[src/rtl/execute_stage.sv]
// Execute stage: single-cycle ALU plus iterative shift-add IMUL behind one registered writeback slot.
// Optional flag logic is built when EX_FLAGS_EN is defined; otherwise wb_flags is tied to zero.
module execute_stage #(
  parameter int MUL_BITS_PER_CYC = 8
) (
  input  logic        clk,
  input  logic        reset,
  input  logic        of_valid,
  output logic        of_ready,
  input  logic        of_nop,
  input  logic [7:0]  oper,
  input  logic [63:0] oper1,
  input  logic [63:0] oper2,
  input  logic [1:0]  opsize,
  input  logic [3:0]  dstreg,
  output logic        wb_valid,
  input  logic        wb_ready,
  output logic        wb_we,
  output logic [63:0] wb_result,
  output logic [1:0]  wb_size,
  output logic [3:0]  wb_dstreg,
  output logic [3:0]  wb_flags
);

  localparam int MUL_CYCLES = 64 / MUL_BITS_PER_CYC;
  localparam int CW = (MUL_CYCLES > 1) ? $clog2(MUL_CYCLES) : 1;

  localparam logic [7:0] OP_ADD  = 8'h00;
  localparam logic [7:0] OP_OR   = 8'h01;
  localparam logic [7:0] OP_AND  = 8'h04;
  localparam logic [7:0] OP_SUB  = 8'h05;
  localparam logic [7:0] OP_XOR  = 8'h06;
  localparam logic [7:0] OP_CMP  = 8'h07;
  localparam logic [7:0] OP_MOV  = 8'h08;
  localparam logic [7:0] OP_SHL  = 8'h09;
  localparam logic [7:0] OP_SHR  = 8'h0A;
  localparam logic [7:0] OP_IMUL = 8'h0B;

  typedef enum logic {IDLE, MUL} state_t;

  state_t        state, state_next;
  logic [CW-1:0] count;
  logic [127:0]  mul_acc, mul_cand, mul_acc_next;
  logic [63:0]   mul_plier, mul_res;
  logic [1:0]    mul_size;
  logic [3:0]    mul_dst;
  logic [63:0]   mask, a, b, alu_res;
  logic [5:0]    shamt;
  logic          alu_we, accept, start_mul, load_alu, mul_done;

  function automatic logic [63:0] size_mask(input logic [1:0] s);
    case (s)
      2'b00:   return 64'h0000_0000_0000_00FF;
      2'b01:   return 64'h0000_0000_0000_FFFF;
      2'b10:   return 64'h0000_0000_FFFF_FFFF;
      default: return 64'hFFFF_FFFF_FFFF_FFFF;
    endcase
  endfunction

  function automatic logic [6:0] size_bits(input logic [1:0] s);
    case (s)
      2'b00:   return 7'd8;
      2'b01:   return 7'd16;
      2'b10:   return 7'd32;
      default: return 7'd64;
    endcase
  endfunction

  assign mask      = size_mask(opsize);
  assign a         = oper1 & mask;
  assign b         = oper2 & mask;
  assign shamt     = (opsize == 2'b11) ? oper2[5:0] : {1'b0, oper2[4:0]};
  assign of_ready  = (state == IDLE) && (!wb_valid || wb_ready);
  assign accept    = of_valid && of_ready;
  assign start_mul = accept && !of_nop && (oper == OP_IMUL);
  assign load_alu  = accept && !of_nop && (oper != OP_IMUL);
  assign mul_done  = (state == MUL) && (count == '0);

  always_comb begin
    alu_res = '0;
    alu_we  = 1'b0;
    case (oper)
      OP_ADD: begin alu_res = (a + b) & mask; alu_we = 1'b1; end
      OP_OR:  begin alu_res = a | b;          alu_we = 1'b1; end
      OP_AND: begin alu_res = a & b;          alu_we = 1'b1; end
      OP_XOR: begin alu_res = a ^ b;          alu_we = 1'b1; end
      OP_SUB: begin alu_res = (a - b) & mask; alu_we = 1'b1; end
      OP_CMP: alu_res = (a - b) & mask;
      OP_MOV: begin alu_res = b;              alu_we = 1'b1; end
      OP_SHL: begin
        alu_we  = 1'b1;
        alu_res = ({1'b0, shamt} >= size_bits(opsize)) ? '0 : ((a << shamt) & mask);
      end
      OP_SHR: begin
        alu_we  = 1'b1;
        alu_res = ({1'b0, shamt} >= size_bits(opsize)) ? '0 : (a >> shamt);
      end
      default: ;
    endcase
  end

  // One multiplier slice per cycle: add the shifted multiplicand for each set multiplier bit.
  always_comb begin
    mul_acc_next = mul_acc;
    for (int i = 0; i < MUL_BITS_PER_CYC; i++) begin
      if (mul_plier[i]) mul_acc_next = mul_acc_next + (mul_cand << i);
    end
    mul_res = mul_acc_next[63:0] & size_mask(mul_size);
  end

  always_comb begin
    state_next = state;
    case (state)
      IDLE: if (start_mul) state_next = MUL;
      MUL:  if (count == '0) state_next = IDLE;
      default: state_next = IDLE;
    endcase
  end

  always_ff @(posedge clk) begin
    if (!reset) begin
      state     <= IDLE;
      count     <= '0;
      wb_valid  <= 1'b0;
      wb_we     <= 1'b0;
      wb_result <= '0;
      wb_size   <= '0;
      wb_dstreg <= '0;
      mul_acc   <= '0;
      mul_cand  <= '0;
      mul_plier <= '0;
      mul_size  <= '0;
      mul_dst   <= '0;
    end else begin
      state <= state_next;
      if (load_alu) begin
        wb_valid  <= 1'b1;
        wb_we     <= alu_we;
        wb_result <= alu_res;
        wb_size   <= opsize;
        wb_dstreg <= dstreg;
      end else if (mul_done) begin
        wb_valid  <= 1'b1;
        wb_we     <= 1'b1;
        wb_result <= mul_res;
        wb_size   <= mul_size;
        wb_dstreg <= mul_dst;
      end else if (wb_valid && wb_ready) begin
        wb_valid <= 1'b0;
      end
      if (start_mul) begin
        count     <= CW'(MUL_CYCLES - 1);
        mul_acc   <= '0;
        mul_cand  <= {64'b0, a};
        mul_plier <= b;
        mul_size  <= opsize;
        mul_dst   <= dstreg;
      end else if (state == MUL) begin
        count     <= count - 1'b1;
        mul_acc   <= mul_acc_next;
        mul_cand  <= mul_cand << MUL_BITS_PER_CYC;
        mul_plier <= mul_plier >> MUL_BITS_PER_CYC;
      end
    end
  end

`ifdef EX_FLAGS_EN
  logic [3:0]  flag_q, alu_flags, mul_flags;
  logic [64:0] wide_sum, wide_diff;
  logic [5:0]  msb, mul_msb;
  logic [6:0]  top;
  logic        zf, mul_ovf;

  function automatic logic [5:0] size_msb(input logic [1:0] s);
    case (s)
      2'b00:   return 6'd7;
      2'b01:   return 6'd15;
      2'b10:   return 6'd31;
      default: return 6'd63;
    endcase
  endfunction

  // Flags are {OF,SF,ZF,CF}; carry and borrow come from the bit just above the operand width.
  always_comb begin
    msb       = size_msb(opsize);
    top       = size_bits(opsize);
    wide_sum  = {1'b0, a} + {1'b0, b};
    wide_diff = {1'b0, a} - {1'b0, b};
    zf        = (alu_res == '0);
    alu_flags = flag_q;
    case (oper)
      OP_ADD: alu_flags = {(a[msb] == b[msb]) && (alu_res[msb] != a[msb]),
                           alu_res[msb], zf, wide_sum[top]};
      OP_SUB, OP_CMP: alu_flags = {(a[msb] != b[msb]) && (alu_res[msb] != a[msb]),
                                   alu_res[msb], zf, wide_diff[top]};
      OP_OR, OP_AND, OP_XOR: alu_flags = {1'b0, alu_res[msb], zf, 1'b0};
      default: ;
    endcase
    mul_msb = size_msb(mul_size);
    case (mul_size)
      2'b00:   mul_ovf = |mul_acc_next[127:8];
      2'b01:   mul_ovf = |mul_acc_next[127:16];
      2'b10:   mul_ovf = |mul_acc_next[127:32];
      default: mul_ovf = |mul_acc_next[127:64];
    endcase
    mul_flags = {mul_ovf, mul_res[mul_msb], mul_res == '0, mul_ovf};
  end

  always_ff @(posedge clk) begin
    if (!reset)        flag_q <= '0;
    else if (load_alu) flag_q <= alu_flags;
    else if (mul_done) flag_q <= mul_flags;
  end

  assign wb_flags = flag_q;
`else
  assign wb_flags = 4'b0;
`endif

endmodule

[config.mk]
export PLATFORM = sky130hd
export DESIGN_NAME = execute_stage
export DESIGN_NICKNAME = d
export VERILOG_FILES = /design/src/rtl/execute_stage.sv
export SDC_FILE = /design/constraint.sdc
export NUM_CORES = 2
export LEC_CHECK = 0
export BUFFER_PORTS_ARGS = -buffer_cell sky130_fd_sc_hd__buf_2
export CORE_MARGIN = 5
export CORE_UTILIZATION = 35
export DETAILED_ROUTE_END_ITERATION = 8
export PLACE_DENSITY = 0.58
export SKIP_CTS_REPAIR_TIMING = 1
export SYNTH_ARGS = -nofsm -noshare
export SYNTH_HDL_FRONTEND = slang
export SYNTH_SLANG_ARGS = --single-unit
[constraint.sdc]
create_clock -name clk -period 23.4 [get_ports clk]
set_input_delay 1.17 -clock clk [delete_from_list [all_inputs] [get_ports clk]]
set_output_delay 1.17 -clock clk [all_outputs]
set_load 0.05 [all_outputs]
* Yosys cells after proc, flatten, opt, wreduce, memory -nomap -nowiden *
Index checks and enable logic that the tools add are counted.

storage, ports and cells
  register bits after elaboration = 402
  input port bits = 147
  output and inout port bits = 77
  word-level logic and storage cells = 112

cells by class
  $add $sub $neg = 11
  order comparisons = 2
  eq/ne operators = 15
  shift operators = 2
  muxes and demuxes = 38
  bitwise gates (word level) = 11
  reduce and logical (&&, ||, !) cells = 20

operators with widths
  kind                                                  count
  adder 128 bit                                         8
  2-to-1 mux 128 bit                                    8
  2-to-1 mux 64 bit                                     8
  case mux 64 bit (8 select lines)                      1
  bitwise AND 64 bit                                    7
  case mux 64 bit (3 select lines)                      2
  adder 64 bit                                          1
  OR 64 bit                                             1
  << shifter 64 x 6 -> 64 bit                           1
  right shift 64 x 6 -> 64 bit                          1
  subtractor 64 bit                                     1
  bitwise XOR 64 bit                                    1
  equality test 8 x 3 -> 1 bit (second input constant)  4
  equality test 8 x 4 -> 1 bit (second input constant)  4
  case mux 7 bit (3 select lines)                       1
  greater-or-equal comparator 6 x 7 -> 1 bit            2
  2-to-1 mux 7 bit                                      2
  equality test 8 x 1 -> 1 bit (second input constant)  1
  logical NOT 8 bit                                     1
  2-to-1 mux 1 bit                                      8
  2-to-1 mux 4 bit                                      2
  != test 8 x 4 -> 1 bit (second input constant)        1
  OR reduction 8 bit                                    1
  logical AND 1 bit                                     7
  other kinds (15)                                      25

* Depth between registers and ports, before layout *
  depth after elaboration = 19
  depth in mapped cells = 95

* Worst setup path before layout *
Ideal clock, no wire load.

  path type = register to register
  from = reg mul_plier[0]
  to = reg wb_result[63]
  data arrival time = 16.266 ns
  required time = 23.330 ns
  path slack = 7.064 ns
  cell stages (with the launch flop) = 89
  path buffers = 7
  path through = dfxtp_1 -> clkbuf_1 -> buf_1 -> clkbuf_1 -> buf_1 -> clkbuf_1 -> mux2_2 -> inv_1 -> fa_1 -> nand2b_1 -> a21oi_1 -> o31ai_1 -> nand2_1 -> or2_2 -> a21oi_1 -> xor2_1 -> a21oi_1 -> ha_1 -> [... 53 more ...] -> inv_1 -> ha_1 -> inv_1 -> o21ai_0 -> a21oi_1 -> nand2_1 -> nor4bb_1 -> a21oi_1 -> a21o_1 -> a21o_1 -> nand2_1 -> a21oi_1 -> a211oi_1 -> mux2i_1 -> xor2_1 -> xnor2_1 -> a21oi_1 -> a21oi_1

on the way
  longest elaborated chain between the ends = 18

ends and longest elaborated chain
  what                    line  text
  from (decl)             44    logic [63:0] mul_plier, mul_res;
  from (signal assigned)  162   mul_plier <= mul_plier >> MUL_BITS_PER_CYC;
  2-to-1 mux 128 bit (*)  106   if (mul_plier[i]) mul_acc_next = mul_acc_next + (mul_cand << i);
  adder 128 bit           106
  2-to-1 mux 128 bit (*)  106
  adder 128 bit           106
  2-to-1 mux 128 bit (*)  106
  adder 128 bit           106
  2-to-1 mux 128 bit (*)  106
  adder 128 bit           106
  [... 2 more ...]        -
  2-to-1 mux 128 bit (*)  106
  adder 128 bit           106
  2-to-1 mux 128 bit (*)  106
  adder 128 bit           106
  2-to-1 mux 128 bit (*)  106
  bitwise AND 64 bit (*)  108   mul_res = mul_acc_next[63:0] & size_mask(mul_size);
  2-to-1 mux 64 bit (*)   142   end else if (mul_done) begin
  2-to-1 mux 64 bit (*)   136   if (load_alu) begin
  to (signal assigned)    139   wb_result <= alu_res;
  to (signal assigned)    145   wb_result <= mul_res;
  to (decl)               19    output logic [63:0] wb_result,

Every way passes the cells marked *; elsewhere a longest branch is shown, timed or not. The select of a mux whose other input is x is not followed.
A chain may end at the register's enable or synchronous reset.

* Worst setup path in the final report *
  from = reg mul_cand[2]
  to = reg wb_result[63]

on the way
  longest elaborated chain between the ends = 19

ends and longest elaborated chain
  what                    line  text
  from (decl)             43    logic [127:0] mul_acc, mul_cand, mul_acc_next;
  from (signal assigned)  154   mul_cand <= {64'b0, a};
  from (signal assigned)  161   mul_cand <= mul_cand << MUL_BITS_PER_CYC;
  adder 128 bit           106
  2-to-1 mux 128 bit      106
  adder 128 bit           106
  2-to-1 mux 128 bit      106
  adder 128 bit           106
  2-to-1 mux 128 bit      106
  adder 128 bit           106
  2-to-1 mux 128 bit      106
  [... 3 more ...]        -
  2-to-1 mux 128 bit      106
  adder 128 bit           106
  2-to-1 mux 128 bit      106
  adder 128 bit           106
  2-to-1 mux 128 bit (*)  106
  bitwise AND 64 bit (*)  108
  2-to-1 mux 64 bit (*)   142
  2-to-1 mux 64 bit (*)   136

Marked as above.

==> results.md <==
* Status: finished with violations
* Failing checks: capacitance limit, slew limit
* Reg power frac at 32.3%
* Clk_skew at 22.70 ps
* Slew Limit Fails at 5
* CTS clock-pin slew for the worst setup and hold paths at 60 ps
* Drc violations at 0
* Clock share of power at 38.3%
* Antenna Violating Nets Remaining at 0
* Die X at 425.0 microns
* Synth Area per Inst at 6.837 sq um
* Max Fclk at 46.66 MHz
* Setup-failing EPs final at 0
* FP Rows at 152
* CTS sink cnt at 274
* Placer Congestion at 1.063
* Clock Tree Root: clkbuf_16
* Wirelength per Cell at 29.41 microns
* Final Cycle Share at 91.60%
* H-Tree Depth at 2
* DIE HEIGHT at 425.0 microns
* GRT overflow at 0
* Drt initial violations at 7898
* P_sw at 0.5730 mW
* Number of flops mapped to enable cells by yosys at 0
* R2r setup slk at 1970 ps
* Crit Path Class: reg -> reg
* Critical Path Max Stage Delay at 870 ps
* Worst setup path start: mul_cand[2]
* Highest-delay cell along the critical path: nor4b_2
* Min Tclk post-route at 21430 ps
* Initial core utilization at 35.17%
* Slew of the pin with the lowest slew margin at 1537 ps
* Required time of the critical path at 23830 ps
* Critical R2R Launch: mul_cand[2]
* Max layer used: met5
* Unrepaired setup endpoints after global routing: false
* Max Root-Sink Buffers at 3
* Design area at 64720 sq um
* Hold Crit Start: mul_dst[1]
* Critical Path Source Type: flop
* Num CTS Buffers at 34
* Synth top cells by count: nand2_1 (1058), a21oi_1 (935), nor2_1 (808), o21ai_0 (702), ha_1 (699)
* Final HPWL DP at 263900 microns
* Syn. warnings at 0
* Count leader, synth: nand2_1
* Buffers added on ports at 219
* Clk_lat worst skew at 580 ps
* Global-route wire length before repair at 462700 microns
* Initial antenna violation count at 27
* GRT Overall Usage at 34.11%
* Internal at 0.9059 mW
* Vias in the first global route at 66928
* Peak supply drop at 0.04149 mV
* Largest net degree at the start of global routing at 133
* Ys flop type: dfxtp_1
* CP dominant cell by count: a21oi_1
* Largest area contributor in the netlist: ha_1
* Ranking of synthesized cells by area: ha_1 (15%), dfxtp_1 (9.1%), a21oi_1 (7.8%), nand2_1 (6.6%), o21ai_0 (5.8%)
* Share of flip-flops with an asynchronous set or reset at 0%
* P_leak at 30.14 nW
* Layout Nets at 9575
* Pwr per Cell Area at 22.85 nW/um^2
* Final hold vios at 0
* First drt pass iteration count at 6
* Crit end category: flop
* Mapped Area at 60270 sq um
* Top-area cell type share of the netlist area at 14.51%
* CP arrival at 21860 ps
* Sequential fraction of the synthesis area at 9.101%
* Worst slew margin at -3.375%
* I/O pins at 224
* Mapped Cells at 8815
* Placed inst area at 63550 sq um
* Min-delay worst type: reg -> reg
* Core area at 171400 sq um
* Share of cells above drive strength 1 at 9.003%
* Die area at 180600 sq um
* DR vias at 70724
* Post-Route Utilization at 37.77%
* Layout area overhead at 7.389%
* #FFs+latches synth at 274
* Final Power at 1.479 mW
* Max Cap Viol at 1
* Worst Path Max Fanout at 10
* Placed cells at 10994
* Hold slack at 457.0 ps
* Routed wl met3 at 24480 microns
* Vias/cell at 6.385
* Comb pwr share at 29.5%
* Synth unique cells at 126
* Final wirelength at 325800 microns
* DRT met1 WL at 133400 microns
* Finished Layout Cells at 11077
* Sw frac at 38.74%
* CTS tree: done
* Met2 WL at 142600 microns
## final timing paths
path                            cells after the start       endpoint
worst max-delay path                               83  wb_result[63]
worst min register to register                      2     mul_dst[1]
worst max register to register                     83  wb_result[63]
worst min-delay path                                2     mul_dst[1]
## logic make-up (layout without fill, tap and decap cells)
logic type                 Yosys count  in the layout  share of synthesized area (%)
AOI/OAI and AO/OA                 3289           3289                          35.19
and+or+nand+nor                   2740           2740                          20.36
DFF                                274            274                          9.101
muxes                              384            384                          7.021
adders and majority gates          708            708                          14.81
other                                1             29                       0.006222
buffers and inverters              897            821                          5.881
xor gates and xnor gates           522            522                          7.632
## power by group through the flow
stage	logic [mW]	clock network [mW]	registers, mW
global placement	0.418	0	0.487
floorplan	0.238	0	0.501
detailed placement	0.418	0	0.487
global route	0.455	0.585	0.477
CTS	0.420	0.571	0.477
finish	0.436	0.566	0.477
## worst max-delay path: cells and delay by family, from the launching register on
family,cells,cell delay [ps]
compound gates,42,11160
xor+xnor,8,1270
fa+ha+maj,8,2850
buf+inv,3,270
flops,1,700
mux,3,890
simple gates,19,4100
## placed cells by master (no fill, tap or decap), drive strengths merged, types with 177 or more instances in the layout
master / synthesis / layout
xnor2: 321 / 321
inv: 365 / 365
mux2i: 203 / 203
a21o: 332 / 332
nand2: 1058 / 1058
nand3: 177 / 177
a21oi: 938 / 938
dfxtp: 274 / 274
o21ai: 734 / 734
ha: 699 / 699
xor2: 199 / 199
buf: 97 / 393
nor2: 810 / 810
## final cells by class
class / instances / area (sq um)
Fill cell: 18513 / 106600
Multi-Input combinational cell: 7647 / 51330
Sequential cell: 274 / 5514
Tap cell: 2310 / 2890
Timing Repair Buffer: 393 / 2427
Inverter: 370 / 1395
Clock buffer: 41 / 949.7
Clock inverter: 17 / 155.1
Antenna cell: 25 / 62.56
## routing by layer
layer  vias up  GRT usage [%]
met3       795          4.131
met2      3547          54.74
met1     34091          43.30
li1      32285              -
met4         6          21.68
met5         -              0
## metrics by stage
step,setup slack [ps],setup TNS [ps]
finish,1967,0
CTS,2399,0
global placement,-67.35,-112.6
detailed placement,2497,0
global route,978.3,0
floorplan,7064,0
## state kept, by name, summed over array words and instances, names as in the netlist
name	count
mul_acc	64
mul_cand	64
mul_plier	64
wb_result	64
mul_dst	4
wb_dstreg	4
count	3
mul_size	2
wb_size	2
state	1
wb_valid	1
wb_we	1
Note: power is estimated with default switching activity, not from simulation.
